--- src/rtl/key_hold_flash_if.sv ---
// Pushbutton-in / LED-bank-out bundle for the hold-time flasher.
// Latency: none (wires only).
// Backpressure: none; the key is free-running and the event report is a pulse.
interface key_hold_flash_if #(
  parameter int NUM_LEDS   = 4,
  parameter int NUM_LEVELS = 3
);
  localparam int LW = $clog2(NUM_LEVELS);

  logic                key;       // raw active-low pushbutton
  logic [NUM_LEDS-1:0] led_;      // active-low LED drive
  logic                busy;      // flash sequence running
  logic                ev_valid;  // one-cycle accepted-release pulse
  logic [LW-1:0]       ev_level;  // band of the last accepted release

  // Flasher side: takes the key, drives the LEDs and the report
  modport master (
    input  key,
    output led_, busy, ev_valid, ev_level
  );

  // Board side: drives the key, observes everything else
  modport slave (
    output key,
    input  led_, busy, ev_valid, ev_level
  );
endinterface

--- src/rtl/key_hold_flash.sv ---
// Debounces an active-low key, bins its hold time into bands, flashes a per-band LED group.
// Latency: release is seen 2 sync + DEBOUNCE_CYCLES cycles after the pin; flashing starts 1 cycle later.
// Backpressure: none; a release while busy is dropped (or restarts the sequence when RESTART_ON_RELEASE=1).
module key_hold_flash #(
  parameter int                             NUM_LEDS           = 4,
  parameter int                             NUM_LEVELS         = 3,
  parameter int                             CNT_WIDTH          = 32,
  parameter int                             STEP_CYCLES        = 50_000_000,
  parameter int                             DEBOUNCE_CYCLES    = 1_000_000,
  parameter int                             HALF_PERIOD        = 12_500_000,
  parameter int                             BASE_FLASHES       = 5,
  parameter logic [NUM_LEVELS*NUM_LEDS-1:0] LEVEL_MASK         = {4'b1111, 4'b0001, 4'b0001},
  parameter bit                             RESTART_ON_RELEASE = 1'b0
) (
  input logic              clk,
  input logic              rst_n,
  key_hold_flash_if.master bus
);
  localparam int LW = $clog2(NUM_LEVELS);
  localparam int DW = $clog2(DEBOUNCE_CYCLES + 1);
  localparam int HW = $clog2(HALF_PERIOD + 1);
  localparam int TW = $clog2(2 * (BASE_FLASHES << (NUM_LEVELS - 1)) + 1);
  localparam longint unsigned MAX_THR = longint'(NUM_LEVELS - 1) * longint'(STEP_CYCLES);

  // The largest band threshold must be representable by the hold counter
  if ((MAX_THR >> CNT_WIDTH) != 0) begin : g_thr_check
    $error("key_hold_flash: (NUM_LEVELS-1)*STEP_CYCLES does not fit in CNT_WIDTH");
  end

  typedef enum logic [1:0] {IDLE, ON, OFF} state_t;

  logic                 sync1_q, sync2_q;
  logic                 deb_q, deb_prev_q;
  logic [DW-1:0]        db_cnt_q;
  logic [CNT_WIDTH-1:0] hold_q, hold_d;
  state_t               state_q, state_d;
  logic [HW-1:0]        hp_q, hp_d;
  logic [TW-1:0]        tog_q, tog_d;
  logic [LW-1:0]        lvl_q, lvl_d;
  logic                 ev_vld_q, ev_vld_d;
  logic [LW-1:0]        ev_lvl_q, ev_lvl_d;
  logic                 pend_q, pend_d;
  logic [LW-1:0]        pend_lvl_q, pend_lvl_d;

  logic                 press, release_ev;
  logic [LW-1:0]        lvl_cls;
  logic [TW-1:0]        tgt;
  logic [NUM_LEDS-1:0]  mask;

  assign press      = deb_prev_q & ~deb_q;
  assign release_ev = ~deb_prev_q & deb_q;
  assign mask       = LEVEL_MASK[lvl_q*NUM_LEDS +: NUM_LEDS];

  assign bus.led_     = (state_q == ON) ? ~mask : '1;
  assign bus.busy     = (state_q != IDLE);
  assign bus.ev_valid = ev_vld_q;
  assign bus.ev_level = ev_lvl_q;

  // Two-flop synchroniser; idles high so reset looks like a released key
  always_ff @(posedge clk or negedge rst_n) begin
    if (!rst_n) begin
      sync1_q <= 1'b1;
      sync2_q <= 1'b1;
    end else begin
      sync1_q <= bus.key;
      sync2_q <= sync1_q;
    end
  end

  // Debounce: flip only after DEBOUNCE_CYCLES consecutive disagreeing samples
  always_ff @(posedge clk or negedge rst_n) begin
    if (!rst_n) begin
      deb_q      <= 1'b1;
      deb_prev_q <= 1'b1;
      db_cnt_q   <= '0;
    end else begin
      deb_prev_q <= deb_q;
      if (sync2_q != deb_q) begin
        if (db_cnt_q == DW'(DEBOUNCE_CYCLES - 1)) begin
          deb_q    <= sync2_q;
          db_cnt_q <= '0;
        end else begin
          db_cnt_q <= db_cnt_q + DW'(1);
        end
      end else begin
        db_cnt_q <= '0;
      end
    end
  end

  // Hold length: the press cycle counts as 1, saturating, cleared once released
  always_comb begin
    hold_d = '0;
    if (press)
      hold_d = CNT_WIDTH'(1);
    else if (!deb_q)
      hold_d = (hold_q == '1) ? hold_q : hold_q + CNT_WIDTH'(1);
  end

  // Band = number of thresholds k*STEP_CYCLES reached; the equality case goes up
  always_comb begin
    lvl_cls = '0;
    for (int k = 1; k < NUM_LEVELS; k++) begin
      if (hold_q >= CNT_WIDTH'(longint'(k) * longint'(STEP_CYCLES)))
        lvl_cls = LW'(k);
    end
  end

  // Flash sequencer; a release that lands on the completion cycle is parked one
  // cycle so the current sequence visibly ends before the new one starts
  always_comb begin
    logic          phase_end;
    logic          done;
    logic          start;
    logic [LW-1:0] start_lvl;

    state_d    = state_q;
    hp_d       = hp_q;
    tog_d      = tog_q;
    lvl_d      = lvl_q;
    ev_vld_d   = 1'b0;
    ev_lvl_d   = ev_lvl_q;
    pend_d     = pend_q;
    pend_lvl_d = pend_lvl_q;
    start      = 1'b0;
    start_lvl  = lvl_cls;

    tgt       = TW'(BASE_FLASHES) << lvl_q;
    tgt       = tgt << 1;
    phase_end = (hp_q == HW'(HALF_PERIOD - 1));
    done      = (state_q == OFF) && phase_end && ((tog_q + TW'(1)) == tgt);

    case (state_q)
      ON: begin
        if (phase_end) begin
          state_d = OFF;
          hp_d    = '0;
          tog_d   = tog_q + TW'(1);
        end else begin
          hp_d = hp_q + HW'(1);
        end
      end
      OFF: begin
        if (phase_end) begin
          state_d = done ? IDLE : ON;
          hp_d    = '0;
          tog_d   = done ? '0 : tog_q + TW'(1);
        end else begin
          hp_d = hp_q + HW'(1);
        end
      end
      default: ;
    endcase

    if (pend_q) begin
      start     = 1'b1;
      start_lvl = pend_lvl_q;
      pend_d    = 1'b0;
    end else if (release_ev) begin
      if (done) begin
        pend_d     = 1'b1;
        pend_lvl_d = lvl_cls;
      end else if ((state_q == IDLE) || RESTART_ON_RELEASE) begin
        start = 1'b1;
      end
    end

    if (start) begin
      state_d  = ON;
      hp_d     = '0;
      tog_d    = '0;
      lvl_d    = start_lvl;
      ev_vld_d = 1'b1;
      ev_lvl_d = start_lvl;
    end
  end

  // State and counter registers
  always_ff @(posedge clk or negedge rst_n) begin
    if (!rst_n) begin
      hold_q     <= '0;
      state_q    <= IDLE;
      hp_q       <= '0;
      tog_q      <= '0;
      lvl_q      <= '0;
      ev_vld_q   <= 1'b0;
      ev_lvl_q   <= '0;
      pend_q     <= 1'b0;
      pend_lvl_q <= '0;
    end else begin
      hold_q     <= hold_d;
      state_q    <= state_d;
      hp_q       <= hp_d;
      tog_q      <= tog_d;
      lvl_q      <= lvl_d;
      ev_vld_q   <= ev_vld_d;
      ev_lvl_q   <= ev_lvl_d;
      pend_q     <= pend_d;
      pend_lvl_q <= pend_lvl_d;
    end
  end
endmodule
--- src/flat_wrapper.sv ---
// flat-port wrapper written by rule: the top's interface ports become plain ports
module key_hold_flash_flat 
#(
  parameter int                             NUM_LEDS           = 4,
  parameter int                             NUM_LEVELS         = 3,
  parameter int                             CNT_WIDTH          = 32,
  parameter int                             STEP_CYCLES        = 50_000_000,
  parameter int                             DEBOUNCE_CYCLES    = 1_000_000,
  parameter int                             HALF_PERIOD        = 12_500_000,
  parameter int                             BASE_FLASHES       = 5,
  parameter logic [NUM_LEVELS*NUM_LEDS-1:0] LEVEL_MASK         = {4'b1111, 4'b0001, 4'b0001},
  parameter bit                             RESTART_ON_RELEASE = 1'b0
)
  (clk, rst_n, bus_key, bus_led_, bus_busy, bus_ev_valid, bus_ev_level);
  key_hold_flash_if #(.NUM_LEDS(NUM_LEDS), .NUM_LEVELS(NUM_LEVELS)) bus_i ();
  input logic clk;
  input logic rst_n;
  input wire logic [$bits(bus_i.key)-1:0] bus_key;
  output wire logic [$bits(bus_i.led_)-1:0] bus_led_;
  output wire logic [$bits(bus_i.busy)-1:0] bus_busy;
  output wire logic [$bits(bus_i.ev_valid)-1:0] bus_ev_valid;
  output wire logic [$bits(bus_i.ev_level)-1:0] bus_ev_level;
  assign bus_i.key = bus_key;
  assign bus_led_ = bus_i.led_;
  assign bus_busy = bus_i.busy;
  assign bus_ev_valid = bus_i.ev_valid;
  assign bus_ev_level = bus_i.ev_level;
  key_hold_flash #(.NUM_LEDS(NUM_LEDS), .NUM_LEVELS(NUM_LEVELS), .CNT_WIDTH(CNT_WIDTH), .STEP_CYCLES(STEP_CYCLES), .DEBOUNCE_CYCLES(DEBOUNCE_CYCLES), .HALF_PERIOD(HALF_PERIOD), .BASE_FLASHES(BASE_FLASHES), .LEVEL_MASK(LEVEL_MASK), .RESTART_ON_RELEASE(RESTART_ON_RELEASE)) u_core (.clk(clk), .rst_n(rst_n), .bus(bus_i));
endmodule
--- config.mk ---
export PLATFORM = sky130hd
export DESIGN_NAME = key_hold_flash_flat
export DESIGN_NICKNAME = d
export VERILOG_FILES = /design/src/rtl/key_hold_flash_if.sv /design/src/rtl/key_hold_flash.sv /design/src/flat_wrapper.sv
export SDC_FILE = /design/constraint.sdc
export NUM_CORES = 1
export LEC_CHECK = 0
export CAP_MARGIN = 20
export CORE_MARGIN = 3
export CORE_UTILIZATION = 50
export CTS_BUF_LIST = sky130_fd_sc_hd__clkbuf_4 sky130_fd_sc_hd__clkbuf_8 sky130_fd_sc_hd__clkbuf_16
export CTS_CLUSTER_SIZE = 14
export DETAILED_ROUTE_END_ITERATION = 10
export HOLD_SLACK_MARGIN = 0.08
export MAX_ROUTING_LAYER = met4
export PLACE_DENSITY = 0.77
export RECOVER_POWER = 25
export SETUP_SLACK_MARGIN = 0.3
export SLEW_MARGIN = 10
export SYNTH_ARGS = -nofsm -noshare
export SYNTH_HDL_FRONTEND = slang
export SYNTH_SLANG_ARGS = --single-unit
--- constraint.sdc ---
create_clock -name clk -period 2.7 [get_ports clk]
set_input_delay 0.405 -clock clk [delete_from_list [all_inputs] [get_ports clk]]
set_output_delay 0.405 -clock clk [all_outputs]
set_load 0.01 [all_outputs]
======== Word level (Yosys, flattened, before mapping) ========
Index checks and enable logic that the tools add are counted.
word-level totals
  register bits after elaboration ......... 94
  bits in latches ......................... 0
  bits in writable memories ............... 0
  ROM bits ................................ 0
  input bits .............................. 3
  memories ................................ 0
cells by class
  add/sub/neg operators ................... 4
  $mul .................................... 0
  divide/modulo/power cells ............... 0
  order comparisons ....................... 2
  equal/unequal tests ..................... 10
  shift-type cells ........................ 2
  muxes and demuxes ....................... 30
  bitwise gates (word level) .............. 6
  reduce and logical (&&, ||, !) cells .... 10
operators by type and width
  kind                       count
  $mux W32                   3
  $mux W24                   3
  $mux W20                   2
  $add A32 B1 Y32 const B    1
  $eq A32 B32 Y1 const B     1
  $ge A32 B26 Y1 const B     1
  $ge A32 B27 Y1 const B     1
  $add A24 B1 Y24 const B    1
  $eq A24 B24 Y1 const B     1
  $mux W6                    4
  $add A20 B1 Y20 const B    1
  $eq A20 B20 Y1 const B     1
  $pmux W6 S2                1
  $shiftx A12 B5 Y4 const A  1
  $mux W1                    10
  $mux W2                    5
  $add A6 B1 Y6 const B      1
  $eq A6 B6 Y1               1
  $reduce_and A3 Y1          2
  $shl A3 B2 Y5 const A      1
  $mux W4                    1
  $not A4 Y4                 1
  $pmux W2 S2                1
  $reduce_bool A2 Y1         2
  other kinds (13)           17

======== Logic depth before layout (Yosys ltp) ========
Gate-level depths: netlist of the first run.
  depth after elaboration ................. 8
  depth in mapped cells ................... 10
  depth with buffers taken out ............ 8

======== Worst setup path before layout of the first run ========
No wires, ideal clock.
  kind .................................... reg2reg
  from .................................... register u_core.tog_q[1]
  to ...................................... register u_core.pend_lvl_q[0]
  arrival time ............................ 2.473 ns
  required time ........................... 2.575 ns
  slack ................................... 0.103 ns
  cell stages (with the launch flop) ...... 9
  clock period less this slack ............ 2.597 ns
  cell sequence ........................... dfrtp_1 -> ha_1 -> clkbuf_1 -> xor2_1 -> or4b_2 -> a311oi_1 -> o211a_1 -> nand3_1 -> mux2_2
between the ends
  word-level cells in the longest chain between the ends .. 4
RTL lines
  item                                line                   RTL
  start, declared                     key_hold_flash.sv:38   logic [TW-1:0] tog_q, tog_d;
  start signal, assigned              key_hold_flash.sv:194  tog_q <= tog_d;
  $add A6 B1 Y6                       key_hold_flash.sv:131  done = (state_q == OFF) && phase_end && ((tog_q + TW'(1)) == tgt);
  $eq A6 B6 Y1                        key_hold_flash.sv:131
  $logic_and A1 B1 Y1                 key_hold_flash.sv:131
  $reduce_and A3 Y1 (no source line)  -
  end signal, assigned                key_hold_flash.sv:199  pend_lvl_q <= pend_lvl_d;
  end, declared                       key_hold_flash.sv:43   logic [LW-1:0] pend_lvl_q, pend_lvl_d;
Every way passes these cells.
A chain may end at the register's enable or synchronous reset.

======== Final worst setup path of the first run ========
  from .................................... register u_core.hp_q[6]
  to ...................................... register u_core.tog_q[4]
between the ends
  word-level cells in the longest chain between the ends .. 8
  elaborated cells on any way between the ends .. 14
  classes of those cells .................. eq/ne: 3; mux: 7; reduce/logical: 4
RTL lines
  item                                                         line                   RTL
  start, declared                                              key_hold_flash.sv:37   logic [HW-1:0] hp_q, hp_d;
  start signal, assigned                                       key_hold_flash.sv:193  hp_q <= hp_d;
  $eq A24 B24 Y1 (*)                                           key_hold_flash.sv:130  phase_end = (hp_q == HW'(HALF_PERIOD - 1));
  $logic_and A1 B1 Y1 (2 in series)                            key_hold_flash.sv:131
  $mux W1                                                      key_hold_flash.sv:160  if (done) begin
  $mux W1                                                      key_hold_flash.sv:159  end else if (release_ev) begin
  $mux W1                                                      key_hold_flash.sv:155  if (pend_q) begin
  $ne A3 B3 Y1 (no source line), or another cell as far along  -
  $reduce_and A3 Y1 (no source line)                           -
Mark *: on every way between the ends. The rest lies on a longest branch, timed or not. The select of a mux whose other input is x is not followed.

==> impl_summary.txt, run 1 <==
----------------------------------------------------
[Drt]
  Count of unresolved DRC violations after routing ... 0
  Total vias in the final route ... 4277
  Residual antenna-violating net count after detailed routing ... 0
  Total length of routed wires ... 11000 µm
  Total iterations of the first detailed-routing run ... 5
  Drt first-iter violations ... 311
  Routed length per placed instance ... 15.1 µm
  Via density ... 5.84

[Floorplanning]
  Boundary Pins ... 11
  Die outline height ... 108 µm
  Placeable core region ... 9950 µm²
  Number of placement rows ... 36
  Die Width ... 108 µm
  Effective utilization at floorplan ... 0.522
  Area of the die ... 11700 µm²

[Setup path]
  Sequence of cells on the critical path ... or4b_1 > or4b_4 > or3b_4 > buf_12 > nor3_4 > o21ai_2 > a21oi_2
  Critical path capture point type ... flop
  Bufs and invs on worst path ... 1
  Worst-path fanout max ... 3
  Largest incremental delay on the critical path ... 0.52 ns
  Gate family responsible for the most delay along the worst path ... simple AND/OR/NAND/NOR gates
  CP max-delay cell ... sky130_fd_sc_hd__or4b_1
  Category of the most critical setup path ... reg2reg
  Critical Path RT ... 2.99 ns
  Critical path startpoint category ... flop
  Arrival time of the worst setup path ... 2.75 ns

[Place]
  Worst Setup Slack post-DPL ... -0.0351 ns
  HPWL reported at the end of detailed placement ... 7490 µm
  Placed cell count ... 705
  Number of port buffers ... 10
  GP Congestion ... 0.910

[Clocking]
  Clock buffer count from CTS ... 9
  Root buf cell ... sky130_fd_sc_hd__clkbuf_8
  Maximum root-to-sink buffer count ... 2
  Number of hold buffers added after cts ... 0
  Clock edge transition at the registers on the reported setup and hold paths ... 0.09 ns
  CTS tree ... built
  Source-to-sink clock delay at the later pin of the worst-skew pair ... 0.37 ns
  Deepest level of the CTS H-tree ... 3
  Sink count of the clock tree ... 94

[Cells and area]
  Layout cell share with drive strength beyond 1 ... 0.125
  Layout net count ... 605
  Number of standard cells in the layout, taps in and fillers out ... 732
  Number of antenna cells inserted ... 0
  Fill cell instance count of the final layout ... 808
  Synthesis-to-finish area growth ... 12.6%
  Footprint of the multi-input gates ... 2730 µm²
  Area taken by flip-flops and latches ... 2360 µm²

[Global route]
  Wire length of the first global-routing pass ... 19200 µm
  Number of global-route vias before repair ... 4207
  Leftover overflow at the end of global routing ... 0
  Pin count of the biggest net entering global routing ... 52
  Overall Global Routing Usage ... 0.208
  Number of antenna violations at the first check in global routing ... 0

[Logic synthesis]
  Proportion of register bits with asynchronous set or reset after synthesis ... 1.00
  Yosys warns ... 0
  Cells taking the most area after synthesis ... sky130_fd_sc_hd__dfrtp_1 43%, sky130_fd_sc_hd__xor2_1 6.4%, sky130_fd_sc_hd__nor2_1 5.6%, sky130_fd_sc_hd__o21ai_0 4.1%, sky130_fd_sc_hd__nand3_1 3.8%
  Syn_nets ... 585
  Count of mapped cells out of synthesis ... 574
  Cell taking the most area after synthesis ... sky130_fd_sc_hd__dfrtp_1
  Sequential-to-total area share from yosys stat ... 0.453
  Average footprint of a synthesized cell ... 9.06 µm²
  Netlist Area Pre-Place ... 5200 µm²
  Post-synthesis register bit count ... 94
  Share of the synthesized area in the top cell type ... 0.433
  Number of flops mapped to enable cells by yosys ... 0
  Top FF cell, synth ... sky130_fd_sc_hd__dfrtp_1
  Unique cell type count in the Yosys netlist ... 67

[Timing]
  Final-layout setup total negative slack ... 0 ns
  Time the final worst path needs with I/O delays and setup ... 2.46 ns
  Pins Over Slew Limit ... 0
  Remaining max-slew budget at the tightest pin ... 0.128
  RSZ-0062 raised after global routing ... yes
  Final Hold Viols ... 0
  Worst Max-Slew Pin Slew ... 1.31 ns
  Worst hold slack ... 0.319 ns
  Fmax achieved ... 406 MHz
  Post-layout worst setup margin ... 0.236 ns
  Tcrit/Tclk final ... 0.913
  Worst clock skew on the final layout ... 0.00995 ns
  Final setup violating endpoints ... 0

[Run status]
  Outcome ... finished, final reports clean

[Flow run]
  Maxcap violations ... 0

[Power]
  Static leakage ... 2.49 nW
  Power Total ... 2.50 mW
  Peak VDD IR ... 365 µV
  Pwr per Cell Area ... 427 nW/µm²

[Min path]
  Hold crit path type ... in2async

----------------------------------------------------
## metal layers
layer,vias up,GRT usage,share of wire
met3,16,0.0412,0.036
met5,-,-,0
li1,2079,-,-
met1,2084,0.265,0.46
met2,98,0.340,0.50
met4,0,0.0613,0.013
## what timing repair did
| action | CTS | global route |
|---|---|---|
| setup endpoints to repair | 10 | 36 |
| resized for setup | 2 | 17 |
| pin swaps | 5 | 5 |
| buffers inserted | 6 | 5 |
## layout make-up
cell class	count	share of cell area
Inverter	18	0.0115
Timing Repair Buffer	34	0.0534
Clock buffer	9	0.0212
Clock inverter	7	0.0167
Sequential cell	94	0.403
Multi-Input combinational cell	437	0.466
Tap cell	133	0.0284
## kinds of logic after synthesis
| logic type | after synthesis | share of synthesized area |
|---|---|---|
| buffers and inverters | 43 | 0.0385 |
| XOR/XNOR | 55 | 0.0927 |
| AO/OA/AOI/OAI | 92 | 0.107 |
| adder cells (fa/ha/maj) | 8 | 0.0193 |
| flip-flops | 94 | 0.453 |
| multiplexers | 6 | 0.0123 |
| AND/OR/NAND/NOR | 276 | 0.277 |
## synth_stat cells (2+ instances only)
cell	number
sky130_fd_sc_hd__dfrtp_1	90
sky130_fd_sc_hd__nor2_1	78
sky130_fd_sc_hd__nand2_1	48
sky130_fd_sc_hd__o21ai_0	43
sky130_fd_sc_hd__nand3_1	39
sky130_fd_sc_hd__xor2_1	38
sky130_fd_sc_hd__nand4_1	30
sky130_fd_sc_hd__inv_1	18
sky130_fd_sc_hd__xnor2_1	17
sky130_fd_sc_hd__clkbuf_1	16
sky130_fd_sc_hd__nor3_1	16
sky130_fd_sc_hd__a21oi_1	15
sky130_fd_sc_hd__and3_1	8
sky130_fd_sc_hd__ha_1	8
sky130_fd_sc_hd__and4_1	7
sky130_fd_sc_hd__nor4_1	6
sky130_fd_sc_hd__o31ai_1	6
sky130_fd_sc_hd__or3_1	6
sky130_fd_sc_hd__a31oi_1	5
sky130_fd_sc_hd__and2_1	5
sky130_fd_sc_hd__dfstp_2	4
sky130_fd_sc_hd__or2_2	4
sky130_fd_sc_hd__buf_4	3
sky130_fd_sc_hd__mux2_2	3
sky130_fd_sc_hd__mux2i_1	3
sky130_fd_sc_hd__nor4b_1	3
sky130_fd_sc_hd__nor4bb_1	3
sky130_fd_sc_hd__o211ai_1	3
sky130_fd_sc_hd__or4_1	3
sky130_fd_sc_hd__a211oi_1	2
sky130_fd_sc_hd__a21o_1	2
sky130_fd_sc_hd__buf_2	2
sky130_fd_sc_hd__buf_6	2
sky130_fd_sc_hd__nand3b_1	2
sky130_fd_sc_hd__nor3b_1	2
sky130_fd_sc_hd__o21a_1	2
sky130_fd_sc_hd__o21bai_1	2
## registers in the layout, summed over array words and instances (netlist names)
| register | cells |
|---|---|
| u_core.hold_q | 32 |
| u_core.hp_q | 24 |
| u_core.db_cnt_q | 20 |
| u_core.tog_q | 6 |
| u_core.lvl_q | 2 |
| u_core.pend_lvl_q | 2 |
| u_core.state_q | 2 |
| u_core.bus.ev_valid | 1 |
| u_core.deb_prev_q | 1 |
| u_core.deb_q | 1 |
| u_core.pend_q | 1 |
| u_core.sync1_q | 1 |
| u_core.sync2_q | 1 |
## cell usage in the layout, fill, tap and decap left out, types with 3 or more instances in the layout
master	n
sky130_fd_sc_hd__dfrtp_1	90
sky130_fd_sc_hd__nor2_1	78
sky130_fd_sc_hd__nand2_1	48
sky130_fd_sc_hd__xor2_1	38
sky130_fd_sc_hd__o21ai_0	38
sky130_fd_sc_hd__nand3_1	37
sky130_fd_sc_hd__nand4_1	30
sky130_fd_sc_hd__buf_4	21
sky130_fd_sc_hd__inv_1	18
sky130_fd_sc_hd__xnor2_1	17
sky130_fd_sc_hd__nor3_1	14
sky130_fd_sc_hd__a21oi_1	14
sky130_fd_sc_hd__clkbuf_8	9
sky130_fd_sc_hd__and3_1	8
sky130_fd_sc_hd__clkdlybuf4s50_1	8
sky130_fd_sc_hd__and4_1	7
sky130_fd_sc_hd__ha_1	7
sky130_fd_sc_hd__o31ai_1	6
sky130_fd_sc_hd__or3_1	6
sky130_fd_sc_hd__a31oi_1	5
sky130_fd_sc_hd__nor4_1	4
sky130_fd_sc_hd__or2_2	4
sky130_fd_sc_hd__and2_1	4
sky130_fd_sc_hd__o21ai_1	4
sky130_fd_sc_hd__nor4bb_1	3
sky130_fd_sc_hd__nor4b_1	3
sky130_fd_sc_hd__o211ai_1	3
sky130_fd_sc_hd__or4_1	3
sky130_fd_sc_hd__mux2_2	3
sky130_fd_sc_hd__mux2i_1	3
sky130_fd_sc_hd__buf_12	3
sky130_fd_sc_hd__dfstp_2	3
## stage by stage
step	util	area [µm²]
after global routing	0.588	5850
after global placement	0.548	5460
after CTS	0.577	5740
final	0.588	5850
after detailed placement	0.548	5460
after floorplan	-	5230
## worst paths after layout
kind	cells after the start	slack, ns	start	end
setup reg to reg	7	0.24	u_core.hp_q[6]$_DFFE_PN0P_	u_core.tog_q[4]$_DFFE_PN0P_
min in group clk	0	0.38	u_core.sync1_q$_DFF_PN1_	u_core.sync2_q$_DFF_PN1_
setup / recovery	7	0.24	u_core.hp_q[6]$_DFFE_PN0P_	u_core.tog_q[4]$_DFFE_PN0P_
max in group asynchronous	2	1.47	rst_n	u_core.deb_q$_DFFE_PN1P_
hold / removal	1	0.32	rst_n	u_core.hp_q[21]$_DFFE_PN0P_
hold reg to reg	0	0.38	u_core.sync1_q$_DFF_PN1_	u_core.sync2_q$_DFF_PN1_
## where the power goes
group	switching, mW	internal, mW	total, mW
Clock	0.514	0.524	1.04
Sequential	0.00464	1.41	1.42
Combinational	0.0356	0.00909	0.0447
Power figures use the tool's default switching activity.
==> run 2, diff against run 1 <==
--- a/config.mk
+++ b/config.mk
@@ -9,7 +9,6 @@
 export CORE_MARGIN = 3
 export CORE_UTILIZATION = 50
 export CTS_BUF_LIST = sky130_fd_sc_hd__clkbuf_4 sky130_fd_sc_hd__clkbuf_8 sky130_fd_sc_hd__clkbuf_16
-export CTS_CLUSTER_SIZE = 14
 export DETAILED_ROUTE_END_ITERATION = 10
 export HOLD_SLACK_MARGIN = 0.08
 export MAX_ROUTING_LAYER = met4
==> results of run 2 <==
Final layout, timing and power as in run 1 (identical DEF).
==> run 3, diff against run 2 <==
--- a/config.mk
+++ b/config.mk
@@ -10,7 +10,6 @@
 export CORE_UTILIZATION = 50
 export CTS_BUF_LIST = sky130_fd_sc_hd__clkbuf_4 sky130_fd_sc_hd__clkbuf_8 sky130_fd_sc_hd__clkbuf_16
 export DETAILED_ROUTE_END_ITERATION = 10
-export HOLD_SLACK_MARGIN = 0.08
 export MAX_ROUTING_LAYER = met4
 export PLACE_DENSITY = 0.77
 export RECOVER_POWER = 25
==> results of run 3 <==
Final layout, timing and power as in run 1 (identical DEF).
==> edit, RTL diff (config.mk and constraints of run 3) <==
`RESTART_ON_RELEASE` is set to 1'b0 in 2 places; all go to 1'b1.
--- a/src/rtl/key_hold_flash.sv
+++ b/src/rtl/key_hold_flash.sv
@@ -12,3 +12,3 @@
   parameter logic [NUM_LEVELS*NUM_LEDS-1:0] LEVEL_MASK         = {4'b1111, 4'b0001, 4'b0001},
-  parameter bit                             RESTART_ON_RELEASE = 1'b0
+  parameter bit                             RESTART_ON_RELEASE = 1'b1
 ) (
--- a/src/flat_wrapper.sv
+++ b/src/flat_wrapper.sv
@@ -11,3 +11,3 @@
   parameter logic [NUM_LEVELS*NUM_LEDS-1:0] LEVEL_MASK         = {4'b1111, 4'b0001, 4'b0001},
-  parameter bit                             RESTART_ON_RELEASE = 1'b0
+  parameter bit                             RESTART_ON_RELEASE = 1'b1
 )
Check against the original RTL: no difference found for any inputs over 10 cycles, from zero or initial values and one cycle with rst_n low; that may be too few to reach the edited logic, so the function may still have changed.
==> edit against run 3 <==
- total power is 1.8% lower
- sequential cell count stayed put
- synthesized cell count is 0.52% higher
- area after synthesis is 1.4% higher
- wire length is 2.9% lower
- design area is 2.0% lower
- via count is 0.70% lower
- worst setup slack better by 0.20 ns
==> edit: results (changes against run 3) <==
[cells_and_area]
clkCellAreaFrac = 0.03663  ; was 0.03783
drive_gt1_frac = 0.09677  ; was 0.1252
nClkBuffers = 13  ; was 9
multi_input_gates = 443  ; was 437
area_growth_pct = 8.828  ; was 12.61%
ff_latch_area_sq_um = 2359  ; was 2357 sq um
nets = 595  ; was 605
fill_cells = 875  ; was 808

[drt]
first_iter_violations = 370  ; was 311
wire_per_inst_um = 14.85  ; was 15.08 um
dr_wl_met2_um = 5194  ; was 5468 um

[outcome]
status = completed  ; unchanged

[global_routing]
met2_usage = 0.3288  ; was 0.3397
grt_pass1_wl_um = 18880  ; was 19240 um
grt_max_degree = 43  ; was 52
grt_pass1_vias = 4122  ; was 4207

[synth]
synth_compound_area_frac = 0.09065  ; was 0.1071
synth_mux_area_frac = 0.01210  ; was 0.01227
synth_xor_area_frac = 0.1006  ; was 0.09266
synth_area_leaders = dfrtp_1, nor2_1, xnor2_1  ; was dfrtp_1, xor2_1, nor2_1
synth_fa_ha_area_frac = 0.01898  ; was 0.01925

[placement]
place_ws_ns = 0.2122  ; was -0.03508 ns
placed_area_sq_um = 5494  ; was 5458 sq um

[setup_path]
slowest_delay_ns = 0.68  ; was 0.52 ns
path_max_fanout = 8  ; was 3

[pwr]
vdd_ir_drop_max_mv = 0.2755  ; was 0.3652 mV

==> edit: cell types whose count changed after synthesis, moves of 6 or more <==
| cell | delta |
|---|---|
| xor2_1 | -11 |
| nor3_1 | +6 |
| nand2_1 | +6 |
| and3_1 | +8 |
| a21oi_1 | +10 |
| xnor2_1 | +14 |
| o21ai_0 | -22 |
| nand4_1 | -9 |
==> edit: final timing paths <==
path | cells past startpoint | startpoint | to | slack (ns)
min in group asynchronous | 2 | rst_n | u_core.tog_q[2] | 0.83
hold / removal | 0 | u_core.sync1_q | u_core.sync2_q | 0.37
setup / recovery | 6 | u_core.hold_q[26] | u_core.hold_q[16] | 0.44
hold reg to reg | 0 | u_core.sync1_q | u_core.sync2_q | 0.37
max in group asynchronous | 3 | rst_n | u_core.db_cnt_q[0] | 0.80
setup reg to reg | 6 | u_core.hold_q[26] | u_core.hold_q[16] | 0.44
==> edit: power by group <==
group          internal [uW]  total [uW]  switching, uW
Clock                    501         992            491
Sequential              1410        1420           4.85
Combinational           10.6        45.5           34.8
Total                   1920        2460            531
